`config.mk`:
```
export PLATFORM = sky130hd
export DESIGN_NAME = dma_window_ctrl
export DESIGN_NICKNAME = d
export VERILOG_FILES = /design/src/rtl/dma_window_ctrl.sv
export SDC_FILE = /design/constraint.sdc
export NUM_CORES = 1
export LEC_CHECK = 0
export CAP_MARGIN = 25
export CORE_MARGIN = 10
export CORE_UTILIZATION = 25
export CTS_BUF_LIST = sky130_fd_sc_hd__clkbuf_8
export CTS_CLUSTER_SIZE = 14
export DETAILED_ROUTE_END_ITERATION = 8
export SLEW_MARGIN = 15
export SYNTH_ARGS = -nofsm -noshare
export SYNTH_HDL_FRONTEND = slang
export SYNTH_SLANG_ARGS = --single-unit
```
`constraint.sdc`:
```
create_clock -name clk -period 6.15 [get_ports clk]
set_clock_uncertainty 0.1 [all_clocks]
set_input_delay 1.5375 -clock clk [delete_from_list [all_inputs] [get_ports clk]]
set_output_delay 1.5375 -clock clk [all_outputs]
set_load 0.05 [all_outputs]
```
`src/rtl/dma_window_ctrl.sv`:
```
// dma_window_ctrl
//   Owns the single-port weight/feature RAM and shares it between a KxK
//   convolution-window fetch sequencer and a single-word writeback client.
//   Writes have strict priority whenever the controller is idle; a fetch
//   runs to completion without interruption.
//
// Ports
//   clk, rst_n                 clock (rising edge) / async active-low reset
//   start_valid/start_ready    fetch request handshake
//   base_addr, row_stride      window origin and row pitch, sampled at accept
//   ksize                      kernel side K, sampled at accept
//   wr_req/wr_addr/wr_data     writeback request, held until wr_gnt
//   wr_gnt                     write performed this cycle
//   mem_en/mem_rw/mem_addr/
//   mem_wdata/mem_rdata        RAM port; read data returns one cycle later
//   win_data                   flat window, element i at [i*DATA_WIDTH +: DATA_WIDTH]
//   win_valid/win_err          one-cycle completion pulse / illegal ksize
//   busy                       controller not idle
//
// state | meaning
// ------+--------------------------------------------------------------
// IDLE  | grant writes, accept fetch starts
// READ  | one row-major window read per cycle, capture previous element
// DRAIN | no access, capture the last element
// DONE  | win_valid pulse (win_err if ksize was illegal)

module dma_window_ctrl #(
  parameter int ADDR_WIDTH = 16,
  parameter int DATA_WIDTH = 16,
  parameter int MAX_K      = 5
) (
  input  logic                                clk,
  input  logic                                rst_n,
  input  logic                                start_valid,
  output logic                                start_ready,
  input  logic [ADDR_WIDTH-1:0]               base_addr,
  input  logic [ADDR_WIDTH-1:0]               row_stride,
  input  logic [2:0]                          ksize,
  input  logic                                wr_req,
  input  logic [ADDR_WIDTH-1:0]               wr_addr,
  input  logic [DATA_WIDTH-1:0]               wr_data,
  output logic                                wr_gnt,
  output logic                                mem_en,
  output logic                                mem_rw,
  output logic [ADDR_WIDTH-1:0]               mem_addr,
  output logic [DATA_WIDTH-1:0]               mem_wdata,
  input  logic [DATA_WIDTH-1:0]               mem_rdata,
  output logic [MAX_K*MAX_K*DATA_WIDTH-1:0]   win_data,
  output logic                                win_valid,
  output logic                                win_err,
  output logic                                busy
);

  localparam int N_ELEM = MAX_K * MAX_K;
  localparam int IDX_W  = (N_ELEM > 1) ? $clog2(N_ELEM + 1) : 1;
  localparam int WIN_W  = N_ELEM * DATA_WIDTH;
  localparam logic [2:0] K_MAX = 3'(MAX_K);

  typedef enum logic [1:0] {S_IDLE, S_READ, S_DRAIN, S_DONE} state_t;

  state_t state_q, state_d;

  logic [ADDR_WIDTH-1:0] stride_q, stride_d;
  logic [ADDR_WIDTH-1:0] row_base_q, row_base_d;
  logic [2:0]            k_q, k_d;
  logic [2:0]            c_q, c_d;
  logic [IDX_W-1:0]      idx_q, idx_d;
  logic [IDX_W-1:0]      rem_q, rem_d;
  logic [IDX_W-1:0]      cap_idx_q, cap_idx_d;
  logic                  cap_q, cap_d;
  logic                  err_q, err_d;
  logic [WIN_W-1:0]      win_q, win_d;

  logic       accept;
  logic       legal_k;
  logic [5:0] ksq;

  assign accept  = (state_q == S_IDLE) && start_valid && !wr_req;
  assign legal_k = (ksize != 3'd0) && (ksize <= K_MAX);
  assign ksq     = {3'b000, ksize} * {3'b000, ksize};

  // state register
  always_ff @(posedge clk or negedge rst_n) begin
    if (!rst_n) state_q <= S_IDLE;
    else        state_q <= state_d;
  end

  // next state
  always_comb begin
    state_d = state_q;
    case (state_q)
      S_IDLE:  if (accept) state_d = legal_k ? S_READ : S_DONE;
      S_READ:  if (rem_q == '0) state_d = S_DRAIN;
      S_DRAIN: state_d = S_DONE;
      S_DONE:  state_d = S_IDLE;
      default: state_d = S_IDLE;
    endcase
  end

  // outputs
  always_comb begin
    start_ready = 1'b0;
    wr_gnt      = 1'b0;
    mem_en      = 1'b0;
    mem_rw      = 1'b1;
    mem_addr    = '0;
    mem_wdata   = '0;
    busy        = 1'b1;
    win_valid   = 1'b0;
    win_err     = 1'b0;
    case (state_q)
      S_IDLE: begin
        busy        = 1'b0;
        start_ready = !wr_req;
        if (wr_req) begin
          wr_gnt    = 1'b1;
          mem_en    = 1'b1;
          mem_rw    = 1'b0;
          mem_addr  = wr_addr;
          mem_wdata = wr_data;
        end
      end
      S_READ: begin
        mem_en   = 1'b1;
        mem_addr = row_base_q + ADDR_WIDTH'(c_q);
      end
      S_DONE: begin
        win_valid = 1'b1;
        win_err   = err_q;
      end
      default: ;
    endcase
  end

  // address generation, element index pipeline, window capture
  always_comb begin
    stride_d   = stride_q;
    row_base_d = row_base_q;
    k_d        = k_q;
    c_d        = c_q;
    idx_d      = idx_q;
    rem_d      = rem_q;
    cap_idx_d  = cap_idx_q;
    cap_d      = 1'b0;
    err_d      = err_q;
    win_d      = win_q;

    if (accept) begin
      err_d = !legal_k;
      if (legal_k) begin
        stride_d   = row_stride;
        row_base_d = base_addr;
        k_d        = ksize;
        c_d        = '0;
        idx_d      = '0;
        rem_d      = IDX_W'(ksq - 6'd1);
        win_d      = '0;
      end
    end

    if (state_q == S_READ) begin
      cap_d     = 1'b1;
      cap_idx_d = idx_q;
      idx_d     = idx_q + 1'b1;
      if (rem_q != '0) rem_d = rem_q - 1'b1;
      if (c_q == k_q - 3'd1) begin
        c_d        = '0;
        row_base_d = row_base_q + stride_q;
      end else begin
        c_d = c_q + 3'd1;
      end
    end

    // read data belongs to the read issued in the previous cycle
    if (cap_q) win_d[int'(cap_idx_q)*DATA_WIDTH +: DATA_WIDTH] = mem_rdata;
  end

  always_ff @(posedge clk or negedge rst_n) begin
    if (!rst_n) begin
      stride_q   <= '0;
      row_base_q <= '0;
      k_q        <= '0;
      c_q        <= '0;
      idx_q      <= '0;
      rem_q      <= '0;
      cap_idx_q  <= '0;
      cap_q      <= 1'b0;
      err_q      <= 1'b0;
      win_q      <= '0;
    end else begin
      stride_q   <= stride_d;
      row_base_q <= row_base_d;
      k_q        <= k_d;
      c_q        <= c_d;
      idx_q      <= idx_d;
      rem_q      <= rem_d;
      cap_idx_q  <= cap_idx_d;
      cap_q      <= cap_d;
      err_q      <= err_d;
      win_q      <= win_d;
    end
  end

  assign win_data = win_q;

endmodule

```
After elaboration in Yosys (flattened, before gate mapping)
Index checks and enable logic that the tools add are counted.

Memories kept: 0. Register bits: 457. Word-level logic and storage cells: 80. Output and inout bits: 439. Bits in writable memories: 0. Bits in latches: 0. Input bits: 87. Bits in read-only memories: 0.

Div/mod/pow operators: 0. Add/sub/neg operators: 8. Equal/unequal tests: 6. Shift operators: 2. Bitwise logic cells: 0. $lt $le $gt $ge: 1. Muxes and demuxes: 37. Multiply operators: 1. Reduce and logical (&&, ||, !) cells: 14.

Operators by type and width (count): 2-to-1 mux 400 bit (3); bitwise mux 400 bit (1); variable shift 16 x 33 -> 400 bit, first input constant (1); variable part select 16 x 33 -> 400 bit (1); 2-to-1 mux 16 bit (7); 2-to-1 mux 5 bit (7); negation 9 -> 33 bit (1); one-hot mux 16 bit (2 select lines) (1); adder 16 bit (1); adder 16 x 3 -> 16 bit (1); 2-to-1 mux 3 bit (4); subtractor 5 x 1 -> 5 bit, second input constant (2); 2-to-1 mux 1 bit (9); one-hot mux 2 bit (4 select lines) (1); 2-to-1 mux 2 bit (3); AND reduction 2 bit (3); adder 5 x 1 -> 5 bit, second input constant (1); zero test 5 bit (1); multiplier 3 x 3 -> 5 bit (1); nonzero test 5 bit (1); == test 2 bit, second input constant (2); inequality test 2 bit, second input constant (2); nonzero test 2 bit (2); adder 3 x 1 -> 3 bit, second input constant (1); 9 further kinds (12).

Logic depth before layout (Yosys ltp)
Depth after elaboration: 6. Mapped depth: 14. Mapped depth without buffers: 10.

Worst setup path after synthesis
Ideal clock, no wire load.

Path type: input port to output port. Start: input wr_req. End: output mem_addr[10]. Data required time: 4.512 ns. Buffers on the path: 1. Stages on the path: 4. Arrival: 3.299 ns. Setup slack: 1.213 ns. Path through: nand2_1 clkinv_1 buf_1 a22o_1.

Longest elaborated chain between the ends: 2.

Ends and longest elaborated chain: start: declaration (RTL line 39) `input logic wr_req,`; 2-to-1 mux 16 bit (RTL line 115) `if (wr_req) begin`; one-hot mux 16 bit (2 select lines) (RTL line 111) `case (state_q)`; end: declaration (RTL line 45) `output logic [ADDR_WIDTH-1:0] mem_addr,`.

Every way passes these cells.

Final worst setup path
Start: input wr_req. End: output mem_addr[6].

Same word-level chain as after synthesis.

==> results.sh <==
export IMPL_ant_nets=0
export IMPL_detailedRoute_firstPassIterationCount=7
export IMPL_yosys_area_top_type_share_pct=55.7
export IMPL_routabilityCongestion=0.816
export IMPL_ys_warnings_count=0
export IMPL_pin_count=526
export IMPL_area_sequential_mm2=0.0114
export IMPL_drive_gt1_share_pct=9.07
export IMPL_finalWirelength_um=85300
export IMPL_grt_total_usage_pct=17.3
export IMPL_hpwl_um=57900
export IMPL_status="finished, final reports clean"
export IMPL_worstHoldPathType="reg2reg"
export IMPL_setup_worst_path_end_class="output pin"
export IMPL_grt_antenna_before_repair=11
export IMPL_cts_root_buffer="clkbuf_8"
export IMPL_placement_io_buffers=525
export IMPL_initial_utilization_pct=25.1
export IMPL_cts_htree_levels=3
export IMPL_clk_pin_slew_ns=0.07
export IMPL_post_synthesis_sequential_area_ratio_pct=55.7
export IMPL_synth_area_mm2=0.0205
export IMPL_global_route_wire_length_before_repair_um=123000
export IMPL_relSlewSlack_pct=28.6
export IMPL_final_common_cell="nand2_1"
export IMPL_multiInputGateArea_mm2=0.00821
export IMPL_die_width_um=307
export IMPL_area_grow_syn2layout_pct=39.7
export IMPL_drc=0
export IMPL_maxSlewViolCount=0
export IMPL_final_hold_vios=0
export IMPL_layout_min_cycle_time_ns=5.25
export IMPL_filler_instances=8308
export IMPL_grt_setup_unrepaired="false"
export IMPL_p_leak_nw=12.2
export IMPL_final_critical_path_setup_slack_ns=0.895
export IMPL_total_nets_after_synthesis=2361
export IMPL_post_cts_setup_repair_bufs=0
export IMPL_synth_area_per_cell_um2=9.16
export IMPL_postCtsResizedCells=0
export IMPL_vias=18100
export IMPL_power_per_cell_area_mw_per_mm2=516
export IMPL_overall_die_height_um=307
export IMPL_cts_root_to_sink_buffers=3
export IMPL_cts_buffers_inserted=86
export IMPL_ir_drop_v=0.000301
export IMPL_place_ws_ns=0.837
export IMPL_avgViaCountPerCell=4.71
export IMPL_synthDominantAreaCellType="dfrtp_1"
export IMPL_critPathMaxFanout=17
export IMPL_synth_seq_cells=457
export IMPL_fin_crit_sh_pct=85.4
export IMPL_grt_max_degree=117
export IMPL_netlist_top_cells_area="dfrtp_1, nand2_1, o21ai_0"
export IMPL_core_mm2=0.0817
export IMPL_synthCells=2243
export IMPL_vias_in_the_first_global_route=17800
export IMPL_dieArea_mm2=0.0940
export IMPL_totalNegativeSetupSlack_ns=0
export IMPL_final_cell_mix="nand2_1, clkdlybuf4s50_1, dfrtp_1"
export IMPL_rows=105
export IMPL_max_cap_violations=0
export IMPL_tritoncts="built"
export IMPL_synth_enable_flop_cells=0
export IMPL_critical_path_class="in2out"
export IMPL_cp_arrival_ns=3.62
export IMPL_design_final_nets=2833
export IMPL_worst_slew_pin_slew_ns=1.07
export IMPL_synth_async_sr_flop_share_pct=100
export IMPL_worstSetupStartpointType="input port"
export IMPL_timing_critical_path_required_ns=4.51
export IMPL_clk_insertion_delay_late_ns=0.68
export IMPL_final_setup_viol_count=0
export IMPL_cts_hold_fix_buffers=0
export IMPL_fmax_mhz=190
export IMPL_overflow=0
export IMPL_drt_wl_cell_um=22.1
export IMPL_ys_flop_type="dfrtp_1"
export IMPL_clock_sink_count=457
export IMPL_dr_first_iter_drc_count=1259
export IMPL_synth_lib_cells_used_distinct=66
==> routing by layer <==
layer  part of all wire (%)  vias to the layer above  track usage, %
met3                    8.4                      159            5.53
met2                     47                      695            28.1
li1                       -                     8565               -
met5                   0.13                        -               0
met4                    3.3                       18            6.53
met1                     41                     8708            21.4
==> power breakdown <==
| group | leakage [nW] | switching, W | total (W) | internal (W) |
|---|---|---|---|---|
| clock network | 1.05 | 0.00142 | 0.00328 | 0.00187 |
| registers | 6.25 | 0.000550 | 0.00431 | 0.00377 |
| logic | 4.93 | 0.00501 | 0.00720 | 0.00219 |
| total | 12.2 | 0.00698 | 0.0148 | 0.00782 |
==> sequential cells by signal, summed over array words and instances (netlist names) <==
register / flops
c_q: 3
cap_idx_q: 5
cap_q: 1
err_q: 1
idx_q: 5
k_q: 3
rem_q: 5
row_base_q: 16
state_q: 2
stride_q: 16
win_data: 400
==> critical path, cell delays in order <==
cell	delay, ns
clkdlybuf4s50_1	0.41
nand2_1	0.10
clkinv_1	0.44
a22o_1	0.41
clkdlybuf4s50_1	0.71
==> kinds of logic (layout without fill, tap and decap cells) <==
logic type / count (synthesis) / after routing / share of synthesized area (%)
AOI/OAI and AO/OA: 474 / 474 / 13.4
xor gates and xnor gates: 35 / 35 / 1.57
adders and majority gates: 31 / 31 / 1.96
buffers and inverters: 215 / 751 / 4.84
DFF: 457 / 457 / 55.7
muxes: 18 / 18 / 0.889
other: 0 / 2 / 0
and+or+nand+nor: 1013 / 1013 / 21.7
==> synthesized netlist by cell type, types with 3 or more instances <==
cell type and n:
buf_1 19, o21ai_1 31, inv_1 19, clkbuf_1 112, xor2_1 10, and3_1 29
a2111oi_0 3, o21ai_0 288, o21ai_2 20, nand2b_1 6, xnor2_1 24, a31oi_1 10
and4_1 3, a21oi_1 25, mux2i_1 16, buf_6 15, a21o_1 7, nor2_1 40
nand2_1 624, a22o_1 16, nor2b_1 9, nand3_1 270, buf_2 46, nor3_1 7
nand3_2 3, o31ai_1 58, ha_1 29, dfrtp_1 457
==> final timing paths <==
path | from | endpoint | slack [ns] | depth (start not counted)
setup reg to reg | cap_idx_q[0]$_DFFE_PN0P_ | win_data[373]$_DFF_PN0_ | 1.92 | 9
max in group asynchronous | rst_n | win_data[83]$_DFF_PN0_ | 3.91 | 2
min in group asynchronous | rst_n | state_q[0]$_DFFE_PN0P_ | 0.83 | 1
setup / recovery | wr_req | mem_addr[6] | 0.90 | 5
hold reg to reg | stride_q[8]$_DFFE_PN0P_ | stride_q[8]$_DFFE_PN0P_ | 0.39 | 2
hold / removal | stride_q[8]$_DFFE_PN0P_ | stride_q[8]$_DFFE_PN0P_ | 0.39 | 2
==> stage by stage <==
stage	power [W]	instances	util, %	hold WS, ns	area (µm²)
final	0.0148	3851	35.1	0.390	28700
after global routing	0.0156	3849	35.1	0.405	28700
after CTS	0.0150	3849	35.1	0.390	28700
after detailed placement	0.0116	3697	32.8	0.374	26800
after global placement	0.0115	3696	32.7	0.370	26800
after floorplan	0.00892	2243	-	0.352	20500
==> layout make-up <==
type | instances | share of cell area, %
flip-flops and latches | 457 | 39.9
multi-input cells | 1571 | 28.6
repair buffers | 579 | 19.9
clock buffers | 113 | 5.42
well taps | 1070 | 4.67
clock inverters | 39 | 1.21
inverters | 20 | 0.262
diodes | 2 | 0.0174
(Power assumes the default switching activity.)
